===== src/rtl/ysyx_25020047_ctrl_fsm.sv =====
// ----------------------------------------------------------------------------
// ysyx_25020047_ctrl_fsm
//   Multi-cycle sequencer for the NPC core. Walks each instruction through
//   fetch, decode, execute, memory and writeback. Runs valid/ready handshakes
//   to instruction and data memory. Issues one-cycle enables for the IR latch,
//   the register-file write and the PC update. Stops on ebreak (HALT), or on an
//   illegal opcode or a memory timeout (ERR).
//
// Parameters
//   MEM_TIMEOUT : number of response-less cycles allowed in FETCH_WAIT/MEM_WAIT
//                 before ERR; 0 disables the timeout
//   CNT_W       : width of the performance counters
//
// Ports
//   clk, rst_n                     core clock / async active-low reset
//   imem_req_valid/ready           instruction fetch request handshake
//   imem_rsp_valid                 fetched word present on IR input
//   inst_latch_en                  capture fetched word into IR (Mealy)
//   opcode, is_ebreak              decoder view of the IR
//   dmem_req_valid/ready, dmem_we  data request handshake, 1 = store
//   dmem_rsp_valid                 load data valid / store done
//   rf_we, pc_we                   writeback enables
//   halted, err                    sticky terminal status
//   cyc_cnt, inst_cnt              active-cycle / retired-instruction counters
//
// Build option
//   YSYX_25020047_PERF_CNT_EN : when defined, cyc_cnt/inst_cnt count; when
//   undefined they are tied to zero and no counter flops exist.
//
// state      | meaning
// IDLE       | first cycle after reset
// FETCH_REQ  | imem request raised, waiting for ready
// FETCH_WAIT | waiting for instruction word
// DECODE     | ebreak / legality check
// EXEC       | route to memory or writeback
// MEM_REQ    | dmem request raised, waiting for ready
// MEM_WAIT   | waiting for load data / store ack
// WB         | pc_we, rf_we
// HALT       | ebreak reached, terminal
// ERR        | illegal opcode or timeout, terminal
// ----------------------------------------------------------------------------
module ysyx_25020047_ctrl_fsm #(
    parameter int MEM_TIMEOUT = 255,
    parameter int CNT_W       = 32
) (
    input  logic             clk,
    input  logic             rst_n,
    output logic             imem_req_valid,
    input  logic             imem_req_ready,
    input  logic             imem_rsp_valid,
    output logic             inst_latch_en,
    input  logic [6:0]       opcode,
    input  logic             is_ebreak,
    output logic             dmem_req_valid,
    input  logic             dmem_req_ready,
    output logic             dmem_we,
    input  logic             dmem_rsp_valid,
    output logic             rf_we,
    output logic             pc_we,
    output logic             halted,
    output logic             err,
    output logic [CNT_W-1:0] cyc_cnt,
    output logic [CNT_W-1:0] inst_cnt
);

    typedef enum logic [3:0] {
        S_IDLE,
        S_FETCH_REQ,
        S_FETCH_WAIT,
        S_DECODE,
        S_EXEC,
        S_MEM_REQ,
        S_MEM_WAIT,
        S_WB,
        S_HALT,
        S_ERR
    } state_t;

    localparam logic [6:0] OP_LOAD   = 7'b0000011;
    localparam logic [6:0] OP_STORE  = 7'b0100011;
    localparam logic [6:0] OP_BRANCH = 7'b1100011;

    // Counter only needs to reach MEM_TIMEOUT-1 before the ERR transition.
    localparam int TO_W = (MEM_TIMEOUT > 1) ? $clog2(MEM_TIMEOUT + 1) : 1;
    localparam logic [TO_W-1:0] TO_LAST = TO_W'((MEM_TIMEOUT > 0) ? MEM_TIMEOUT - 1 : 0);

    state_t          r_state;
    state_t          w_next;
    logic [TO_W-1:0] r_to_cnt;
    logic            w_legal;
    logic            w_is_mem;
    logic            w_wait_idle;
    logic            w_wait_entry;
    logic            w_to_expire;

    always_comb begin
        w_legal = 1'b0;
        case (opcode)
            7'b0000011, 7'b0100011, 7'b0010011, 7'b0110011, 7'b0110111,
            7'b0010111, 7'b1101111, 7'b1100111, 7'b1100011, 7'b1110011: w_legal = 1'b1;
            default: w_legal = 1'b0;
        endcase
    end

    assign w_is_mem = (opcode == OP_LOAD) || (opcode == OP_STORE);

    assign w_wait_idle  = ((r_state == S_FETCH_WAIT) && !imem_rsp_valid) ||
                          ((r_state == S_MEM_WAIT)   && !dmem_rsp_valid);
    assign w_wait_entry = ((r_state == S_FETCH_REQ) && imem_req_ready) ||
                          ((r_state == S_MEM_REQ)   && dmem_req_ready);
    // The increment made in this cycle would reach MEM_TIMEOUT.
    assign w_to_expire  = (MEM_TIMEOUT != 0) && w_wait_idle && (r_to_cnt == TO_LAST);

    always_ff @(posedge clk or negedge rst_n) begin
        if (!rst_n) begin
            r_state <= S_IDLE;
        end else begin
            r_state <= w_next;
        end
    end

    always_ff @(posedge clk or negedge rst_n) begin
        if (!rst_n) begin
            r_to_cnt <= '0;
        end else if (w_wait_entry) begin
            r_to_cnt <= '0;
        end else if (w_wait_idle) begin
            r_to_cnt <= r_to_cnt + TO_W'(1);
        end
    end

    always_comb begin
        w_next = r_state;
        case (r_state)
            S_IDLE:       w_next = S_FETCH_REQ;
            S_FETCH_REQ:  if (imem_req_ready) w_next = S_FETCH_WAIT;
            S_FETCH_WAIT: begin
                if (imem_rsp_valid)   w_next = S_DECODE;
                else if (w_to_expire) w_next = S_ERR;
            end
            S_DECODE: begin
                if (is_ebreak)     w_next = S_HALT;
                else if (!w_legal) w_next = S_ERR;
                else               w_next = S_EXEC;
            end
            S_EXEC:       w_next = w_is_mem ? S_MEM_REQ : S_WB;
            S_MEM_REQ:    if (dmem_req_ready) w_next = S_MEM_WAIT;
            S_MEM_WAIT: begin
                if (dmem_rsp_valid)   w_next = S_WB;
                else if (w_to_expire) w_next = S_ERR;
            end
            S_WB:         w_next = S_FETCH_REQ;
            S_HALT:       w_next = S_HALT;
            S_ERR:        w_next = S_ERR;
            default:      w_next = S_ERR;
        endcase
    end

    always_comb begin
        imem_req_valid = 1'b0;
        inst_latch_en  = 1'b0;
        dmem_req_valid = 1'b0;
        dmem_we        = 1'b0;
        rf_we          = 1'b0;
        pc_we          = 1'b0;
        halted         = 1'b0;
        err            = 1'b0;
        case (r_state)
            S_FETCH_REQ:  imem_req_valid = 1'b1;
            S_FETCH_WAIT: inst_latch_en  = imem_rsp_valid;
            S_MEM_REQ: begin
                dmem_req_valid = 1'b1;
                dmem_we        = (opcode == OP_STORE);
            end
            S_WB: begin
                pc_we = 1'b1;
                rf_we = (opcode != OP_STORE) && (opcode != OP_BRANCH);
            end
            S_HALT:       halted = 1'b1;
            S_ERR:        err    = 1'b1;
            default: ;
        endcase
    end

`ifdef YSYX_25020047_PERF_CNT_EN
    logic [CNT_W-1:0] r_cyc_cnt;
    logic [CNT_W-1:0] r_inst_cnt;

    always_ff @(posedge clk or negedge rst_n) begin
        if (!rst_n) begin
            r_cyc_cnt  <= '0;
            r_inst_cnt <= '0;
        end else begin
            if ((r_state != S_IDLE) && (r_state != S_HALT) && (r_state != S_ERR)) begin
                r_cyc_cnt <= r_cyc_cnt + CNT_W'(1);
            end
            if (r_state == S_WB) begin
                r_inst_cnt <= r_inst_cnt + CNT_W'(1);
            end
        end
    end

    assign cyc_cnt  = r_cyc_cnt;
    assign inst_cnt = r_inst_cnt;
`else
    assign cyc_cnt  = '0;
    assign inst_cnt = '0;
`endif

endmodule


===== config.mk =====
export PLATFORM = sky130hd
export DESIGN_NAME = ysyx_25020047_ctrl_fsm
export DESIGN_NICKNAME = d
export VERILOG_FILES = /design/src/rtl/ysyx_25020047_ctrl_fsm.sv
export SDC_FILE = /design/constraint.sdc
export NUM_CORES = 1
export LEC_CHECK = 0
export CAP_MARGIN = 20
export CORE_MARGIN = 2
export CORE_UTILIZATION = 37
export DETAILED_ROUTE_END_ITERATION = 12
export PLACE_DENSITY = 0.86
export RECOVER_POWER = 25
export SLEW_MARGIN = 30
export SYNTH_ARGS = -nofsm -noshare
export SYNTH_HDL_FRONTEND = slang
export SYNTH_SLANG_ARGS = --single-unit

===== constraint.sdc =====
create_clock -name clk -period 4.45 [get_ports clk]
set_clock_uncertainty 0.2 [all_clocks]
set_input_delay 0.6675 -clock clk [delete_from_list [all_inputs] [get_ports clk]]
set_output_delay 0.6675 -clock clk [all_outputs]
set_load 0.02 [all_outputs]

==> impl_metrics.tcl, run 1 <==
set metrics [dict create \
    sequentialPowerShare_pct 37.9 \
    power.leakage_uw 0.000649 \
    worstPathRequired_ps 3580 \
    worst_slack_ps 1190 \
    tns_ps 0 \
    cts_setup_buffers 0 \
    io_pins 86 \
    synth-xor-area-share_pct 3.86 \
    drt_iter0_drc 11 \
    wl_per_cell_um 9.39 \
    grt_overflow 0 \
    hpwl_mm 1.77 \
    vias_per_cell 4.20 \
    synthAdderAreaFrac_pct 1.84 \
    syn_area_per_cell_um2 8.10 \
    drtPass1Iterations 4 \
    grt_pass1_vias 869 \
    max_clock_freq_mhz 307 \
    hold_viol_final 0 \
    cts_buffers 3 \
    yosysWarnings 0 \
    vias 991 \
    cts_hold_buf 0 \
    p_int_uw 221 \
    swShare_pct 34.9 \
    r2r-start "r_state[1]" \
    netlist.area_leader.share_pct 35.3 \
    power_frac_clock_pct 34.6 \
    synth_top_family_by_area "buffers and inverters" \
    synth_most_common_cell "buf_4" \
    tightest_slew_ps 959 \
    grt_util_all_layers_pct 10.9 \
    setup_violations 0 \
    dieHeight_um 64.7 \
    drive_gt1_share_pct 4.26 \
    place_area_um2 1370 \
    synth_compound_area_share_pct 8.36 \
    timing.critical_path.from_type "input pin" \
    power_density_nw_per_um2 238 \
    slowest_delay_ps 610 \
    min_from "r_to_cnt[7]" \
    post-route-min-period_ps 3260 \
    ctsResizeCount 0 \
    synthMuxAreaShare_pct 3.31 \
    post_synth_and_or_nand_nor_area_fraction_pct 22.5 \
    synth_top_area_cell "buf_4" \
    cts_tree "yes" \
    grt_max_degree 15 \
    synth-edff-count 0 \
    synth_area_um2 1360 \
    worst-endpoint-arrival_ps 2390 \
    antenna_found_initial 0 \
    clk_latency_ps 240 \
    cts.path.max_buffers 2 \
    clock_sink_count 12 \
    drt_wl_total_mm 2.22 \
    cpMostUsedCell "clkdlybuf4s50_1" \
    p_sw_uw 119 \
    netlist_instances 168 \
    routabilityCongestion 0.808 \
    die-area_um2 4180 \
    syn2layout_area_growth_pct 4.87 \
    slowest_stage "clkdlybuf4s50_1" \
    synthDistinctLibCells 38 \
    fp-row-count 22 \
    diodes 0 \
    critical_path_peak_fanout 3 \
    synthTopCellsByArea "buf_4 (35%), dfrtp_1 (22%), nor2_1 (3.9%)" \
    slew_headroom_pct 35.6 \
    grt_first_pass_wirelength_mm 3.67 \
    synth_commonest_cells "buf_4 (64), nor2_1 (14), dfrtp_1 (12), nand2b_1 (7), nor3_1 (7)" \
    drc 0 \
    stdcell_area_um2 1430 \
    synthFlopType "dfrtp_1" \
    vdd_drop_max_mv 0.0731 \
    cts-root-buf "clkbuf_8" \
    startpoint "opcode[3]" \
    core_area_um2 3610 \
    cts.reportedPaths.clkPinSlew_ps 50 \
    ys_ff_latch 12 \
    ys_seq_area_share_pct 22.1 \
    cts-htree-levels 1 \
    status "complete, no violations" \
    worstSetupPathType "input pin to primary output" \
    rrSetupSlack_ps 2290 \
    final_util_pct 39.6 \
    pre_cts_slack_ps 1210 \
    numPortBuffers 21 \
    period_share_pct 73.2 \
    rsz0062_at_grt "no" \
    maxCapViolations 0 \
    crit_path_end_kind "primary output" \
    pwr-share-comb_pct 27.5 \
    initial_core_util_pct 37.8 \
    hold_path_class "flop to flop" \
    async_flop_share_pct 100 \
    final_nets 205 \
    maxSlewViolCount 0 \
    whs_ps 278 \
    path_cells "clkdlybuf4s50_1 -> nor3_1 -> and2_1 -> and4b_1 -> clkdlybuf4s50_1" \
    ant_nets 0 \
    die_w_um 64.7 \
]
==> cell families (layout without fill, tap and decap cells) <==
kind of cell	count (synthesis)	after routing
buf+inv	73	30
simple gates	53	53
compound gates	17	17
flops	12	12
xor+xnor	6	6
mux	4	4
fa+ha+maj	2	2
other cells	1	64
==> metrics by stage <==
stage / std cells / power (uW)
floorplan: 231 / 243
global placement: 232 / 222
detailed placement: 232 / 224
CTS: 236 / 343
global route: 236 / 360
finish: 236 / 340
==> power groups by stage <==
stage | combinational (uW) | sequential [uW] | clock [uW]
after floorplan | 116 | 126 | 0
after global placement | 91.8 | 130 | 0
after detailed placement | 93.2 | 130 | 0
after CTS | 93.4 | 129 | 121
after global routing | 102 | 131 | 127
final | 93.5 | 129 | 117
==> cell usage in the layout, fill, tap and decap left out, types with 4 or more instances in the layout <==
master	instances
clkdlybuf4s50_1	20
nand2_1	6
conb_1	64
nand2b_1	7
nor2_1	14
clkbuf_8	4
inv_1	5
dfrtp_1	12
nor3_1	7
==> sequential cells by signal (all words and copies together), names as in the netlist <==
name,flops
r_state,4
r_to_cnt,8
==> worst paths after layout <==
| check | cells past startpoint | to |
|---|---|---|
| max | 5 | dmem_we |
| min in group asynchronous | 1 | r_to_cnt[4] |
| min | 1 | r_to_cnt[7] |
| max in group asynchronous | 1 | r_state[0] |
| min reg2reg | 1 | r_to_cnt[7] |
| max reg2reg | 4 | r_to_cnt[7] |
==> layer usage <==
metal	global-route usage [%]	part of all wire, %	wire [um]
met1	12.6	41	913
met4	5.59	1.5	33
met2	19.0	50	1110
met5	0	0	0
met3	2.08	7.1	158
==> cell type report <==
class / instances / area (um2)
well taps: 48 / 60.1
inverters: 5 / 18.8
repair buffers: 21 / 210
flip-flops and latches: 12 / 300
clock buffers: 4 / 55.1
multi-input cells: 146 / 783
fillers: 374 / 2180
==> critical path: cells and delay by family <==
kind                   cells  cell delay [ps]
and+or+nand+nor            3              660
buffers and inverters      2             1050
Power figures use the tool's default switching activity.
==> inputs of run 2 (changes only) <==
- CORE_UTILIZATION: 37 -> 33
- PLACE_DENSITY: 0.86 -> 0.81
- clock period: 4.45 -> 2.64 ns (I/O delays scaled with it)
==> impl_metrics.tcl, run 2 (synthesis results as in run 1) <==
set metrics [dict create \
    status "complete, no violations" \
    cts_tree "yes" \
    hpwl_mm 1.90 \
    core_area_um2 3970 \
    clk_latency_ps 240 \
    most-common-layout-cells "conb_1 (64), clkdlybuf4s50_1 (18), nor2_1 (14), dfrtp_1 (10)" \
    initial_core_util_pct 34.3 \
    tns_ps 0 \
    die-area_um2 4650 \
    fp-row-count 23 \
    critical_path_peak_fanout 3 \
    whs_ps 279 \
    grt_max_degree 15 \
    timing.critical_path.from_type "input pin" \
    grt_overflow 0 \
    numPortBuffers 21 \
    startpoint "opcode[2]" \
    p_sw_uw 205 \
    p_total_uw 579 \
    vias 1002 \
    r2r-start "r_state[3]" \
    max_clock_freq_mhz 393 \
    power_frac_clock_pct 34.9 \
    maxSlewViolCount 0 \
    fillerInstances 426 \
    wl_per_cell_um 9.89 \
    final_nets 208 \
    reg_top3 "r_to_cnt x8, r_state x4" \
    period_share_pct 96.3 \
    largest_register_ff_count 8 \
    r2r-end "r_state[2]" \
    rsz0062_at_grt "no" \
    clock_sink_count 12 \
    vias_per_cell 4.16 \
    antenna_found_initial 0 \
    worstPathRequired_ps 2040 \
    grt_pass1_vias 804 \
    drtPass1Iterations 4 \
    cts_hold_buf 0 \
    crit_path_end_kind "primary output" \
    cts-htree-levels 1 \
    power.leakage_uw 0.000672 \
    routabilityCongestion 0.779 \
    syn2layout_area_growth_pct 6.71 \
    drt_iter0_drc 36 \
    post-route-min-period_ps 2540 \
    p_int_uw 374 \
    die_w_um 68.2 \
    ant_nets 0 \
    slew_headroom_pct 63.4 \
    vdd_drop_max_mv 0.161 \
    setup_violations 0 \
    drive_gt1_share_pct 6.81 \
    hold_path_class "flop to flop" \
    swShare_pct 35.4 \
    pwr-share-comb_pct 27.8 \
    tightest_slew_ps 547 \
    hold_viol_final 0 \
    maxCapViolations 0 \
    cts.path.max_buffers 2 \
    drt_wl_total_mm 2.38 \
    grt_util_all_layers_pct 10.4 \
    dieHeight_um 68.2 \
    io_pins 86 \
    worst-endpoint-arrival_ps 1950 \
    grt_first_pass_wirelength_mm 3.59 \
    cts.reportedPaths.clkPinSlew_ps 50 \
    rrSetupSlack_ps 670 \
    ff2ff_path_depth 5 \
    final_common_cell "conb_1" \
    sequentialPowerShare_pct 37.3 \
    power_density_nw_per_um2 399 \
    cts_buffers 3 \
    drc 0 \
    cts-root-buf "clkbuf_8" \
    largest_register "r_to_cnt" \
    cts_setup_buffers 0 \
    diodes 0 \
    worstSetupPathType "input pin to primary output" \
    crit_path_end "rf_we" \
]
## run 2: cell count changes in the layout (fill, tap and decap cells not counted)
cell | before | now
dfrtp_2 | 0 | 2
dlygate4sd2_1 | 0 | 2
clkdlybuf4s50_1 | 20 | 18
buf_4 | 0 | 3
dfrtp_1 | 12 | 10
## run 2: worst min-delay path by stage
stage           startpoint     endpoint  slack [ps]  cells after the start
2_1_floorplan        rst_n   r_state[0]        -100                      0
3_3_place_gp   r_to_cnt[7]  r_to_cnt[7]         270                      1
3_5_place_dp   r_to_cnt[7]  r_to_cnt[7]         270                      1
4_1_cts        r_to_cnt[7]  r_to_cnt[7]         280                      1
5_1_grt        r_to_cnt[7]  r_to_cnt[7]         310                      1
6_report       r_to_cnt[7]  r_to_cnt[7]         280                      1
## run 2: metal layers
metal  up-vias  track usage (%)  part of all wire [%]
met5         -                0                     0
met4         0             4.25                   1.4
met3         4             3.45                   6.9
met2        48             16.0                    47
met1       468             13.3                    45
li1        482                -                     -
## run 2: cell type report
type	instances	area, um2	share of cell area [%]
inverters	5	18.8	1.29
repair buffers	24	230	15.8
multi-input cells	146	783	53.9
clock buffers	4	55.1	3.79
flip-flops and latches	12	303	20.8
well taps	50	62.6	4.31
## run 2: stage by stage
step                      instance area (um2)  worst slack [ps]  instances  utilization, %
after floorplan                          1600               377        231               -
after global placement                   1400              27.8        237            35.2
after detailed placement                 1400             -14.4        237            35.2
after CTS                                1450              3.58        241            36.5
after global routing                     1450              19.4        241            36.6
final                                    1450              97.6        241            36.6
## run 2: repair_timing
action	CTS	global route
hold endpoints to repair	0	0
pin swaps	0	0
endpoints found under the setup margin	2	1
resized for setup	2	2
## run 2: critical path, cell delays in order
cell and delay [ps]:
clkdlybuf4s50_1 500, nor3_1 70, and2_1 170, a21boi_0 170, clkdlybuf4s50_1 630
## run 2: power by group through the flow
stage / Sequential [uW] / Clock (uW) / Combinational, uW
after global routing: 218 / 219 / 179
final: 216 / 202 / 161
after global placement: 218 / 0 / 157
after floorplan: 213 / 0 / 196
after detailed placement: 218 / 0 / 161
after CTS: 215 / 211 / 161
==> inputs of run 3 (changes only) <==
- CORE_UTILIZATION: 33 -> 37
- DONT_BUFFER_PORTS: not set -> 1
- PLACE_DENSITY: 0.81 -> 0.58
==> impl_metrics.tcl, run 3 (synthesis results as in run 1) <==
set metrics [dict create \
    status "complete, no violations" \
    slew_headroom_pct 57.0 \
    cts_tree "yes" \
    power_frac_clock_pct 36.6 \
    cts_buffers 3 \
    fp-row-count 22 \
    maxSlewViolCount 0 \
    reg_top3 "r_to_cnt x8, r_state x4" \
    vdd_drop_max_mv 0.132 \
    vias 910 \
    most-common-layout-cells "conb_1 (64), nor2_1 (14), dfrtp_1 (12), nand2b_1 (7), nor3_1 (7)" \
    drc 0 \
    cts.path.max_buffers 2 \
    power.leakage_uw 0.000606 \
    hold_path_class "input pin to flop" \
    cts-root-buf "clkbuf_8" \
    slowest_delay_ps 510 \
    ctsResizeCount 0 \
    numPortBuffers 0 \
    drive_gt1_share_pct 8.05 \
    place_inst 217 \
    cts-htree-levels 1 \
    p_sw_uw 197 \
    tightest_slew_ps 640 \
    worst_path_dominant_cell_family "simple AND/OR/NAND/NOR gates" \
    grt_pass1_vias 719 \
    clock_sink_count 12 \
    post-route-min-period_ps 2260 \
    crit_path_end_kind "primary output" \
    largest_register "r_to_cnt" \
    p_total_uw 552 \
    syn2layout_area_growth_pct -6.53 \
    final_common_cell "conb_1" \
    setup_violations 0 \
    swShare_pct 35.8 \
    max_clock_freq_mhz 443 \
    grt_overflow 0 \
    vias_per_cell 4.10 \
    final_nets 191 \
    core_area_um2 3610 \
    diodes 0 \
    dieHeight_um 64.7 \
    grt_max_degree 15 \
    io_pins 86 \
    largest_register_ff_count 8 \
    slowest_stage "dfrtp_1" \
    worstPathRequired_ps 2040 \
    worst-endpoint-arrival_ps 1660 \
    timing.critical_path.from_type "flop" \
    path_cells "nand2b_1 -> nor2_1 -> buf_4 -> and4b_1" \
    met1_length_um 987 \
    clk_latency_ps 240 \
    worst_slack_ps 384 \
    initial_core_util_pct 37.8 \
    hold_viol_final 0 \
    pwr-share-comb_pct 24.1 \
    wl_per_cell_um 9.73 \
    worstSetupPathType "flop to primary output" \
    grt_first_pass_wirelength_mm 3.26 \
    maxCapViolations 0 \
    ant_nets 0 \
    critical_path_peak_fanout 13 \
    die_w_um 64.7 \
    antenna_found_initial 0 \
    met3_length_um 200 \
    drt_iter0_drc 29 \
    tns_ps 0 \
    routabilityCongestion 0.748 \
    pre_cts_slack_ps 605 \
    final_util_pct 35.3 \
    die-area_um2 4180 \
    drt_wl_total_mm 2.16 \
    cp.buffers_inverters 1 \
    power_density_nw_per_um2 434 \
    highest_layer "met4" \
    hpwl_mm 1.72 \
    grt_util_all_layers_pct 10.1 \
    rsz0062_at_grt "no" \
    period_share_pct 85.5 \
    final_cells 222 \
    p_int_uw 354 \
    cts.reportedPaths.clkPinSlew_ps 50 \
    drtPass1Iterations 4 \
    wl_met2_um 933 \
    sequentialPowerShare_pct 39.3 \
]
[run 3: what timing repair did]
action,CTS,global route
hold buffers,1,0
endpoints found under the hold margin,12,0
buffers inserted,0,0
[run 3: power by group through the flow]
stage / Combinational, uW / Sequential [uW] / Clock, uW
2_1_floorplan: 196 / 213 / 0
3_3_place_gp: 126 / 220 / 0
3_5_place_dp: 127 / 219 / 0
4_1_cts: 132 / 217 / 209
5_1_grt: 145 / 220 / 213
6_report: 133 / 217 / 202
[run 3: final timing paths]
kind                              from           to  slack [ps]  cells after the start
max                         r_state[1]      dmem_we         380                      4
min                          is_ebreak   r_state[3]         110                      2
max reg2reg                 r_state[2]  r_to_cnt[7]         610                      4
min reg2reg                r_to_cnt[7]  r_to_cnt[7]         280                      1
max in group asynchronous        rst_n  r_to_cnt[6]        1500                      1
min in group asynchronous        rst_n   r_state[0]         380                      1
[run 3: cell type report]
class,instances,area [um2]
timing repair buffer,7,55.1
tap,48,60.1
multi-input combinational,146,783
sequential,12,300
clock buffer,4,55.1
inverter,5,18.8
fill,399,2330
[run 3: stage by stage]
step | instance area [um2] | hold WS (ps)
final | 1270 | 113
after global routing | 1270 | 112
after CTS | 1270 | 110
after detailed placement | 1210 | -99.2
after global placement | 1210 | -99.3
after floorplan | 1600 | -99.6
[run 3: layer usage]
metal | track usage [%] | vias up
li1 | - | 449
met1 | 13.4 | 412
met2 | 14.1 | 45
met3 | 3.99 | 4
met4 | 4.79 | 0
met5 | 0 | -
